[src/rtl/arith_pkg.sv]
// Shared helpers for the segmented adder datapath: segment count and
// parameter sanity check used at elaboration time.
package arith_pkg;

    function automatic int nseg(input int width, input int seg_w);
        return width / seg_w;
    endfunction

    function automatic bit seg_cfg_ok(input int width, input int seg_w);
        return (seg_w > 0) && (width >= seg_w) && ((width % seg_w) == 0);
    endfunction

endpackage

[src/rtl/adder_segment.sv]
// One SEG_W-bit slice of the segmented adder; purely combinational.
// c_msb_in is the carry into the slice MSB, needed for signed overflow.
module adder_segment #(
    parameter int SEG_W = 4
) (
    input  logic [SEG_W-1:0] a_seg,
    input  logic [SEG_W-1:0] b_seg,
    input  logic             c_in,
    output logic [SEG_W-1:0] s_seg,
    output logic             c_out,
    output logic             c_msb_in
);

    logic [SEG_W:0] total;

    always_comb begin
        total    = {1'b0, a_seg} + {1'b0, b_seg} + {{SEG_W{1'b0}}, c_in};
        s_seg    = total[SEG_W-1:0];
        c_out    = total[SEG_W];
        // sum bit = a ^ b ^ carry-in at that bit, so the carry falls out directly
        c_msb_in = total[SEG_W-1] ^ a_seg[SEG_W-1] ^ b_seg[SEG_W-1];
    end

endmodule

[src/rtl/pipelined_adder.sv]
// WIDTH-bit add/subtract resolved SEG_W bits per cycle, with a global
// stall driven by the output handshake.
module pipelined_adder
    import arith_pkg::*;
#(
    parameter int WIDTH = 16,
    parameter int SEG_W = 4
) (
    input  logic             clk,
    input  logic             rst,
    input  logic             in_valid,
    output logic             in_ready,
    input  logic [WIDTH-1:0] a,
    input  logic [WIDTH-1:0] b,
    input  logic             cin,
    input  logic             sub,
    output logic             out_valid,
    input  logic             out_ready,
    output logic [WIDTH-1:0] sum,
    output logic             cout,
    output logic             ovf
);

    localparam int NSEG = nseg(WIDTH, SEG_W);

    if (!seg_cfg_ok(WIDTH, SEG_W)) begin : g_cfg_err
        $error("pipelined_adder: WIDTH must be a non-zero multiple of SEG_W");
    end

    // Rank k holds the operand bits not yet consumed (shifted so the next
    // segment sits at the bottom), the carry into segment k, and the sum
    // segments already resolved (shifted in from the top).
    logic [WIDTH-1:0] a_q [NSEG];
    logic [WIDTH-1:0] a_d [NSEG];
    logic [WIDTH-1:0] b_q [NSEG];
    logic [WIDTH-1:0] b_d [NSEG];
    logic [WIDTH-1:0] s_q [NSEG];
    logic [WIDTH-1:0] s_d [NSEG];
    logic [NSEG-1:0]  c_q, c_d;
    logic [NSEG:0]    v_q, v_d;
    logic [WIDTH-1:0] sum_q, sum_d;
    logic             cout_q, cout_d;
    logic             ovf_q, ovf_d;

    logic [SEG_W-1:0] seg_s [NSEG];
    logic             seg_c [NSEG];
    logic             seg_m [NSEG];
    logic             advance;

    function automatic logic [WIDTH-1:0] merge_seg(input logic [WIDTH-1:0] acc,
                                                   input logic [SEG_W-1:0] seg);
        return (acc >> SEG_W) | (WIDTH'(seg) << (WIDTH - SEG_W));
    endfunction

    for (genvar k = 0; k < NSEG; k++) begin : g_seg
        adder_segment #(.SEG_W(SEG_W)) u_seg (
            .a_seg    (a_q[k][SEG_W-1:0]),
            .b_seg    (b_q[k][SEG_W-1:0]),
            .c_in     (c_q[k]),
            .s_seg    (seg_s[k]),
            .c_out    (seg_c[k]),
            .c_msb_in (seg_m[k])
        );
    end

    assign advance   = !v_q[NSEG] || out_ready;
    assign in_ready  = advance;
    assign out_valid = v_q[NSEG];
    assign sum       = sum_q;
    assign cout      = cout_q;
    assign ovf       = ovf_q;

    always_comb begin
        a_d = a_q;
        b_d = b_q;
        s_d = s_q;
        c_d = c_q;
        v_d = {v_q[NSEG-1:0], in_valid};

        a_d[0] = a;
        b_d[0] = b ^ {WIDTH{sub}};
        c_d[0] = sub | cin;
        s_d[0] = '0;
        for (int k = 1; k < NSEG; k++) begin
            a_d[k] = a_q[k-1] >> SEG_W;
            b_d[k] = b_q[k-1] >> SEG_W;
            c_d[k] = seg_c[k-1];
            s_d[k] = merge_seg(s_q[k-1], seg_s[k-1]);
        end

        sum_d  = merge_seg(s_q[NSEG-1], seg_s[NSEG-1]);
        cout_d = seg_c[NSEG-1];
        ovf_d  = seg_m[NSEG-1] ^ seg_c[NSEG-1];
    end

    // Output rank and valid bits: cleared on reset, frozen on stall.
    always_ff @(posedge clk) begin
        if (rst) begin
            v_q    <= '0;
            sum_q  <= '0;
            cout_q <= 1'b0;
            ovf_q  <= 1'b0;
        end else if (advance) begin
            v_q    <= v_d;
            sum_q  <= sum_d;
            cout_q <= cout_d;
            ovf_q  <= ovf_d;
        end
    end

    // Skew, deskew and carry ranks: no reset needed, validity lives in v_q.
    always_ff @(posedge clk) begin
        if (advance) begin
            a_q <= a_d;
            b_q <= b_d;
            s_q <= s_d;
            c_q <= c_d;
        end
    end

endmodule
[config.mk]
export PLATFORM = sky130hd
export DESIGN_NAME = pipelined_adder
export DESIGN_NICKNAME = d
export VERILOG_FILES = /design/src/rtl/arith_pkg.sv /design/src/rtl/adder_segment.sv /design/src/rtl/pipelined_adder.sv
export SDC_FILE = /design/constraint.sdc
export NUM_CORES = 1
export LEC_CHECK = 0
export ABC_AREA = 1
export BUFFER_PORTS_ARGS = -buffer_cell sky130_fd_sc_hd__buf_2
export CORE_MARGIN = 3
export CORE_UTILIZATION = 30
export CTS_CLUSTER_SIZE = 28
export DETAILED_ROUTE_END_ITERATION = 6
export GPL_TIMING_DRIVEN = 0
export SLEW_MARGIN = 20
export SYNTH_ARGS = -nofsm -noshare
export SYNTH_HDL_FRONTEND = slang
export SYNTH_SLANG_ARGS = --single-unit
[constraint.sdc]
create_clock -name clk -period 2.75 [get_ports clk]
set_clock_uncertainty 0.05 [all_clocks]
set_input_delay 0.4125 -clock clk [delete_from_list [all_inputs] [get_ports clk]]
set_output_delay 0.4125 -clock clk [all_outputs]
set_load 0.1 [all_outputs]
==> results_dict.tcl <==
set metrics [dict create \
    die_area_um2 17740 \
    min_period_ps 2471 \
    combPwrFrac 0.159 \
    crit_family "buffers and inverters" \
    critPathLaunchType "flip-flop" \
    fmax_mhz 404.7 \
    path_class "flip-flop to output port" \
    hold_path_class "input port to flip-flop" \
    muxShareOfSynthArea 0 \
    syn2layout_area_growth_pct 24.10 \
    worst_pin_slew_ps 615.6 \
    synth_compound_area_frac 0.03634 \
    rows 45 \
    antenna_found_initial 0 \
    critPathBufInv 4 \
    coreArea_um2 15540 \
    status "finished, final reports clean" \
    cpMaxStageDelayCell "buf_2" \
    setup_violations 0 \
    async_reset_ff_frac 0 \
    grt_pass1_wl_um 11790 \
    drt_first_iter_violations 100 \
    firstDrtPassIters 4 \
    rsz0062_at_grt "no" \
    drv_cap 0 \
    cts_root_buf "clkbuf_16" \
    die_w_um 133.2 \
    power_frac_clock 0.387 \
    slew_headroom 0.5896 \
    fin_total_pwr_uw 5816 \
    fin_util 0.3877 \
    nNetsFinal 445 \
    cts_buffers 17 \
    rr_startpoint "a_q[0]" \
    vias_per_cell 4.021 \
    slew_violations 0 \
    synth.cell_area_um2 4855 \
    placed_cell_area_um2 5405 \
    ant_nets 0 \
    switchingPower_uw 1642 \
    end_kind "output port" \
    clk_pin_slew_ps 60 \
    hold_path_startpoint "a[6]" \
    ys_seq_elements 131 \
    hold_path_depth 1 \
    cp_max_fo 118 \
    min_to "a_d[34]" \
    swShare 0.2824 \
    final_common_cell "edfxtp_1" \
    critPathRequiredTime_ps 2290 \
    via_count 2457 \
    drt_wl_total_um 6857 \
    postSynthCellCount 312 \
    ir_drop_mv 0.4902 \
    fillers 1479 \
    htreeDepth 4 \
    cp_data_arrival_time_ps 2010 \
    io_pins 58 \
    power_density_nw_per_um2 965.4 \
    cts_tree "yes" \
    synth-seq-area-share 0.7629 \
    post-dp-hpwl_um 4557 \
    yosys_warnings 0 \
    pwr-share-seq 0.455 \
    gp_congestion 0.6484 \
    grt_max_degree 119 \
    synthXorXnorAreaFrac 0.04149 \
    start_util 0.3124 \
    die_y_um 133.2 \
    fin_crit_sh 0.8985 \
    synth_top_flop_cell "edfxtp_1" \
    reg2reg_depth 12 \
    grt_pass1_vias 2516 \
    clock-sinks 131 \
    synth_nets 370 \
    layout_common_cells "edfxtp_1, buf_2, nor2_1" \
    max_stage_delay_ps 540 \
    worstSkewPairLatency_ps 410 \
    hold_buffers 0 \
    synth-simple-area-share 0.06237 \
    p_leak_uw 0.002518 \
    drive_above_1_share 0.2600 \
    grt-ovfl-total 0 \
    crit_chain "inv_1, nor2_4, inv_4, buf_12, buf_2" \
    drc 0 \
    hold_viol_final 0 \
    regToRegEndpoint "ovf" \
    p_int_uw 4174 \
    reg2reg_slack_ps 790 \
    synthAdderAreaFrac 0.06392 \
    netlist-cell-type-count 28 \
    post_synth.cell_area_avg_um2 15.56 \
    synth_top_family_by_area "adder cells" \
    n_antenna_cell 0 \
    wire_per_inst_um 11.22 \
    io_buffers 56 \
    final_area_um2 6025 \
    grt_usage 0.08638 \
    synth_edf_count 108 \
    cts_max_path_buffers 2 \
]
==> worst register-to-register path: cells and delay by family (launching register included) <==
family	cells	cell delay, ps
adder cells (fa/ha/maj)	2	700
buffers and inverters	4	230
flip-flops	1	410
AND/OR/NAND/NOR	6	460
==> power by group through the flow <==
stage                     Combinational (uW)  Sequential (uW)  Clock (uW)
after global placement                   920             2680           0
after floorplan                          289             3120           0
after CTS                                938             2650        2320
after global routing                    1000             2680        2420
after detailed placement                 935             2690           0
final                                    923             2640        2250
==> per-layer routing <==
metal / routed length (um) / GRT usage
met3: 387 / 0.03927
met4: 139 / 0.05143
met1: 3131 / 0.1036
met2: 3197 / 0.1278
met5: 0 / 0
==> timing repair <==
action / 4_1_cts / 5_1_grt
buffers inserted: 0 / 0
setup endpoints to repair: 1 / 1
gates resized for setup: 1 / 1
endpoints found under the hold margin: 0 / 0
==> cell families (layout without fill, tap and decap cells) <==
kind of cell,count (synthesis),count (layout)
XOR/XNOR,23,23
flip-flops,131,131
AO/OA/AOI/OAI,34,34
AND/OR/NAND/NOR,69,69
buffers and inverters,35,123
adder cells (fa/ha/maj),20,20
==> sequential cells by signal (all words and copies together) (netlist names) <==
| register | cells |
|---|---|
| sum | 16 |
| b_d | 24 |
| ovf | 1 |
| s_q | 24 |
| c_q | 4 |
| v_q | 5 |
| cout | 1 |
| a_d | 24 |
| b_q | 16 |
| a_q | 16 |
==> worst max-delay path by stage <==
stage	startpoint	endpoint	slack [ps]	cells after the start
6_report	v_q[4]	in_ready	280	5
5_1_grt	v_q[4]	in_ready	160	5
4_1_cts	v_q[4]	in_ready	60	5
3_5_place_dp	out_ready	in_ready	220	5
3_3_place_gp	out_ready	in_ready	-70	5
2_1_floorplan	v_q[4]	in_ready	290	4
==> layout make-up <==
type                       count  area (um2)  share of cell area
buffer                         8       71.32             0.01184
clock buffer                  17       425.4             0.07061
clock inverter                15       185.2             0.03074
inverter                      27       103.9             0.01724
multi-input combinational    146       991.0              0.1645
sequential                   131        3704              0.6147
tap                          211       264.0             0.04382
timing repair buffer          56       280.3             0.04652
==> synth_stat cells, types with 2 or more instances <==
master | n | area, um2
a21oi_1 | 11 | 55.05
xor2_1 | 22 | 192.7
dfxtp_1 | 23 | 460.4
nor2_1 | 33 | 123.9
nand3_1 | 12 | 60.06
buf_2 | 4 | 20.02
nand2_1 | 16 | 60.06
ha_1 | 12 | 150.1
o21ai_0 | 19 | 95.09
fa_1 | 8 | 160.2
o21ai_1 | 2 | 10.01
edfxtp_1 | 108 | 3243
nand2_2 | 3 | 18.77
inv_1 | 25 | 93.84
==> per-stage QoR <==
step	worst slack, ps	std cells	setup TNS [ps]	hold slack [ps]
floorplan	293.7	312	0	350.3
global placement	-73.41	579	-73.41	351.9
detailed placement	224.7	579	0	354.5
CTS	59.56	611	0	97.17
global route	155.1	611	0	92.73
finish	279.1	611	0	118.6
Note: power is estimated with default switching activity, not from simulation.
